### src/rtl/i2s_pcm_tx.sv
// I2S transmitter: buffers stereo PCM pairs in a small FIFO and shifts them out
// MSB-first with the standard one-bit delay. An empty FIFO at frame start sends silence.
module i2s_pcm_tx #(
  parameter int DATA_W     = 19,
  parameter int SLOT_W     = 32,
  parameter int CLK_DIV    = 4,
  parameter int FIFO_DEPTH = 4
) (
  input  logic              clk,
  input  logic              rst,
  input  logic              en,
  input  logic [DATA_W-1:0] pcm_left,
  input  logic [DATA_W-1:0] pcm_right,
  input  logic              pcm_valid,
  output logic              pcm_ready,
  output logic              bclk,
  output logic              lrclk,
  output logic              sdata,
  output logic              underrun,
  output logic              busy
);

  localparam int DIV_W = (CLK_DIV > 1) ? $clog2(CLK_DIV) : 1;
  localparam int BIT_W = $clog2(2 * SLOT_W);
  localparam int PTR_W = $clog2(FIFO_DEPTH);
  localparam int CNT_W = PTR_W + 1;

  localparam logic [DIV_W-1:0] DIV_LAST = DIV_W'(CLK_DIV - 1);
  localparam logic [BIT_W-1:0] BIT_LAST = BIT_W'(2 * SLOT_W - 1);
  localparam logic [BIT_W-1:0] SLOT_LEN = BIT_W'(SLOT_W);
  localparam logic [BIT_W-1:0] L_LAST   = BIT_W'(DATA_W);
  localparam logic [BIT_W-1:0] R_LAST   = BIT_W'(SLOT_W + DATA_W);
  localparam logic [CNT_W-1:0] FULL_CNT = CNT_W'(FIFO_DEPTH);

  typedef enum logic {IDLE, RUN} state_t;

  state_t state_q, state_d;

  logic [2*DATA_W-1:0] mem [FIFO_DEPTH];
  logic [PTR_W-1:0]    wr_ptr, rd_ptr;
  logic [CNT_W-1:0]    count, count_next;
  logic                wr_en, pop_en, empty;

  logic [DIV_W-1:0]    div_cnt;
  logic [BIT_W-1:0]    bit_cnt, bit_next;
  logic                started;
  logic [2*DATA_W-1:0] shreg;
  logic                fall, boundary, frame_go, is_data;

  // FIFO bookkeeping
  assign empty  = (count == '0);
  assign wr_en  = pcm_valid & pcm_ready;
  assign pop_en = frame_go & ~empty;

  always_comb begin
    // NOTE: every always_comb output gets a default first so no latch is inferred.
    count_next = count;
    case ({wr_en, pop_en})
      2'b10:   count_next = count + 1'b1;
      2'b01:   count_next = count - 1'b1;
      default: count_next = count;
    endcase
  end

  always_ff @(posedge clk or posedge rst) begin
    // NOTE: state is updated with non-blocking assignments so all registers sample together.
    if (rst) begin
      wr_ptr    <= '0;
      rd_ptr    <= '0;
      count     <= '0;
      pcm_ready <= 1'b1;
    end else begin
      if (wr_en)  wr_ptr <= wr_ptr + 1'b1;
      if (pop_en) rd_ptr <= rd_ptr + 1'b1;
      count     <= count_next;
      pcm_ready <= (count_next != FULL_CNT);
    end
  end

  // NOTE: storage array has no reset; emptiness is tracked by count, so contents are don't-care.
  always_ff @(posedge clk) begin
    if (wr_en) mem[wr_ptr] <= {pcm_left, pcm_right};
  end

  // Frame sequencing: the first fall after leaving IDLE is treated as a frame boundary.
  assign fall     = (state_q == RUN) && bclk && (div_cnt == DIV_LAST);
  assign boundary = fall && (!started || (bit_cnt == BIT_LAST));
  assign frame_go = boundary && en;
  assign bit_next = bit_cnt + 1'b1;
  assign is_data  = (bit_next <= L_LAST) || ((bit_next > SLOT_LEN) && (bit_next <= R_LAST));
  assign busy     = (state_q == RUN);

  always_comb begin
    state_d = state_q;
    case (state_q)
      IDLE:    if (en) state_d = RUN;
      RUN:     if (boundary && !en) state_d = IDLE;
      default: state_d = IDLE;
    endcase
  end

  always_ff @(posedge clk or posedge rst) begin
    if (rst) state_q <= IDLE;
    else     state_q <= state_d;
  end

  always_ff @(posedge clk or posedge rst) begin
    if (rst) begin
      div_cnt  <= '0;
      bclk     <= 1'b0;
      bit_cnt  <= '0;
      started  <= 1'b0;
      lrclk    <= 1'b0;
      sdata    <= 1'b0;
      underrun <= 1'b0;
      shreg    <= '0;
    end else begin
      underrun <= frame_go && empty;
      if ((state_q != RUN) || (state_d != RUN)) begin
        div_cnt <= '0;
        bclk    <= 1'b0;
        bit_cnt <= '0;
        started <= 1'b0;
        lrclk   <= 1'b0;
        sdata   <= 1'b0;
      end else begin
        if (div_cnt == DIV_LAST) begin
          div_cnt <= '0;
          bclk    <= ~bclk;
        end else begin
          div_cnt <= div_cnt + 1'b1;
        end
        if (boundary) begin
          bit_cnt <= '0;
          started <= 1'b1;
          lrclk   <= 1'b0;
          sdata   <= 1'b0;
          shreg   <= pop_en ? mem[rd_ptr] : '0;
        end else if (fall) begin
          bit_cnt <= bit_next;
          lrclk   <= (bit_next >= SLOT_LEN);
          // Left then right sample sit back to back in shreg, so one shift serves both slots.
          if (is_data) {sdata, shreg} <= {shreg, 1'b0};
          else         sdata <= 1'b0;
        end
      end
    end
  end

endmodule
### config.mk
export PLATFORM = sky130hd
export DESIGN_NAME = i2s_pcm_tx
export DESIGN_NICKNAME = d
export VERILOG_FILES = /design/src/rtl/i2s_pcm_tx.sv
export SDC_FILE = /design/constraint.sdc
export NUM_CORES = 1
export LEC_CHECK = 0
export CAP_MARGIN = 5
export CORE_ASPECT_RATIO = 0.5
export CORE_MARGIN = 5
export CORE_UTILIZATION = 60
export CTS_CLUSTER_DIAMETER = 40
export CTS_CLUSTER_SIZE = 24
export DETAILED_ROUTE_END_ITERATION = 10
export PLACE_DENSITY = 0.79
export SLEW_MARGIN = 25
export SYNTH_ARGS = -nofsm -noshare
export SYNTH_HDL_FRONTEND = slang
export SYNTH_SLANG_ARGS = --single-unit
### constraint.sdc
create_clock -name clk -period 4.8 [get_ports clk]
set_input_delay 0.96 -clock clk [delete_from_list [all_inputs] [get_ports clk]]
set_output_delay 0.96 -clock clk [all_outputs]
set_load 0.005 [all_outputs]
==> reports/qor.yml <==
status:
  run_status: "finished clean"
setup_path:
  critPathLaunchType: "primary input"
  cp_cell_sequence: "clkdlybuf4s50_1 > o31ai_4 > buf_4 > nor2_1 > ha_1 > inv_1 > fa_1 > xor2_1 > nor2_1 > xor2_1 > nand2_1"
  crit_slowest_cell: "clkdlybuf4s50_1"
  crit_path_max_fanout: 38
  worstRegToRegCells: 12
  worstSetupEndpointType: "register"
  critPathMaxStageDelay_ns: 0.61
  crit_arrival_ns: 3.44
  crit_type: "primary input to register"
  cp.required_ns: 5.20
route:
  wire_per_inst_um: 19.6
  dr.first_iter.drc_count: 367
  first_pass_iters: 4
  drc_errors: 0
  ant_nets: 0
  viasPerCell: 5.68
  num_vias: 4379
  wl_um: 15100
logic_synthesis:
  syn_inst: 520
  synth_top_cell_by_area: "edfxtp_1"
  yosysWarnings: 0
  synth-main-ff-cell: "edfxtp_1"
  async_flop_share_pct: 28.3
  synth_top_area_share_pct: 52.4
  synth_edf_count: 152
  syn-num-nets: 571
  synth_seq_cells: 212
  avgSynthCellArea_um2: 16.8
  syn_area_mm2: 0.00871
  ys_seq_area_share_pct: 69.6
  synth_cell_types: 46
  yosys-top-cells-area: "edfxtp_1 52%, dfrtp_1 17%, mux4_2 9.8%"
sta:
  report.final.slew_viol_count: 0
  tightest_slew_ns: 0.945
  hold_viol_final: 0
  timing.setup.tns_ns: 0
  final.min_clock_period_ns: 3.05
  setup_viol: 0
  maxSlewHeadroom_pct: 37.0
  setup_slack_ns: 1.75
  rsz0062_at_grt: "no"
  achievable-frequency_mhz: 328
  fin_skew_ns: 0.0147
  final.period_utilization_pct: 63.4
grt:
  overflow: 0
  antenna_found_initial: 0
  grt_pass1_wl_um: 24900
  grt_max_degree: 41
  grt_pass1_vias: 4571
  gr-usage-all-layers_pct: 18.3
floorplan:
  floorplan.initialDensity_pct: 60.7
  core_mm2: 0.0144
  die_w_um: 180
  die_area_mm2: 0.0172
  ios: 48
  rows: 31
  die_h_um: 95.2
min_path:
  whs_path_depth: 1
  hp-class: "register to register"
clocking:
  htree_levels: 1
  root_buffer: "clkbuf_16"
  cts_tree: "built"
  cts_setup_buffers: 0
  clockBufferDepth: 3
  cts_sinks: 212
  cts_resized: 0
  cts_inserted_buffers: 15
  cts_hold_buf: 0
  clock_latency_ns: 0.47
  cts.clk_slew.worst_paths_ns: 0.08
finish:
  final_core_util_pct: 69.0
  areaGrowthSynthToFinish_pct: 13.6
  finish.net_count: 616
  drive_gt1_share_pct: 21.8
  antenna_cells: 0
placement:
  hpwl_um: 9050
  place_ws_ns: 1.28
  port_buffers: 47
  place_congestion: 0.736
job:
  maxCapViolations: 0
power_and_ir_drop:
  p_per_area_mw_per_mm2: 413
  p_leak_nw: 3.44
  ir_drop_uv: 260
## final timing paths
path                                        startpoint                     to  slack (ns)
worst max-delay path                                en    pcm_ready$_DFF_PP1_        1.75
worst min-delay path              div_cnt[0]$_DFF_PP0_   div_cnt[0]$_DFF_PP0_        0.45
worst max register to register  bit_cnt[0]$_DFFE_PP0P_    pcm_ready$_DFF_PP1_        1.79
worst min register to register    div_cnt[0]$_DFF_PP0_   div_cnt[0]$_DFF_PP0_        0.45
max in group asynchronous                          rst  shreg[17]$_DFFE_PP0P_        3.05
min in group asynchronous                          rst     count[2]$_DFF_PP0_        0.90
## power breakdown
part / internal, mW / switching, mW
clock network: 0.659 / 0.652
logic: 0.171 / 0.271
registers: 2.26 / 0.0781
total: 3.09 / 1.00
## Yosys cell counts, drive strengths merged, types with 2 or more instances
| library cell | number |
|---|---|
| o41ai | 2 |
| ha | 8 |
| xor2 | 5 |
| clkbuf | 9 |
| and4 | 3 |
| inv | 10 |
| edfxtp | 152 |
| nand2 | 87 |
| nor3b | 2 |
| mux2i | 2 |
| nor2 | 7 |
| o31ai | 2 |
| mux2 | 37 |
| dfrtp | 59 |
| nand3 | 4 |
| buf | 20 |
| xnor2 | 4 |
| o21ai | 46 |
| and3 | 4 |
| mux4 | 38 |
| a21o | 2 |
| a21oi | 3 |
## sequential cells by signal, summed over array words and instances, names as in the netlist
| signal | cells |
|---|---|
| lrclk | 1 |
| shreg | 38 |
| sdata | 1 |
| wr_ptr | 2 |
| count | 3 |
| started | 1 |
| bit_cnt | 6 |
| mem | 152 |
| div_cnt | 2 |
| rd_ptr | 2 |
| underrun | 1 |
| busy | 1 |
| bclk | 1 |
| pcm_ready | 1 |
## layout make-up
class,count,area (um2)
clock inverter,9,111
fill,941,4450
clock buffer,16,379
tap,198,248
timing repair buffer,57,603
inverter,10,37.5
multi-input combinational,269,2450
sequential,212,6070
## cell families (layout without fill, tap and decap cells)
group | Yosys count | after routing | synth area share [%]
flip-flops | 212 | 212 | 69.6
AND/OR/NAND/NOR | 113 | 113 | 5.70
multiplexers | 77 | 77 | 15.6
AO/OA/AOI/OAI | 61 | 61 | 4.18
buffers and inverters | 39 | 92 | 2.60
adder cells (fa/ha/maj) | 9 | 9 | 1.38
XOR/XNOR | 9 | 9 | 0.905
## stage by stage
stage	power [mW]	hold slack, ns	instance area, um2	cells
detailed placement	2.83	0.442	9410	746
floorplan	2.60	0.414	8710	520
CTS	4.13	0.452	9900	771
global route	4.27	0.481	9900	771
finish	4.09	0.446	9900	771
global placement	2.77	0.427	9320	742
## critical path, delay by kind of cell
family	cells	cell delay, ns
buffers and inverters	3	0.93
AOI/OAI and AO/OA	1	0.11
adders and majority gates	2	0.61
and+or+nand+nor	3	0.49
xor gates and xnor gates	2	0.33
## cell usage in the layout (no fill, tap or decap), drive strengths merged, types with 2 or more instances in the layout
master           n
o31ai            2
o21ai           46
nor2             7
and3             4
nor3b            2
mux2            37
and4             3
clkbuf          16
mux2i            2
dfrtp           59
clkdlybuf4s50   47
xnor2            4
xor2             5
edfxtp         152
ha               8
mux4            38
clkinv           4
nand3            4
a21oi            3
inv             13
buf             10
nand2           87
a21o             2
o41ai            2
## layer usage
metal  vias to the layer above  part of all wire [%]  track usage, %  wire length, um
li1                       2041                     -               -                -
met1                      2232                    48            26.6             7200
met2                        89                    47            30.1             7150
met3                        17                   3.9            3.39              595
met4                         0                   1.2            2.83              183
met5                         -                     0               0                0
(Power assumes the default switching activity.)
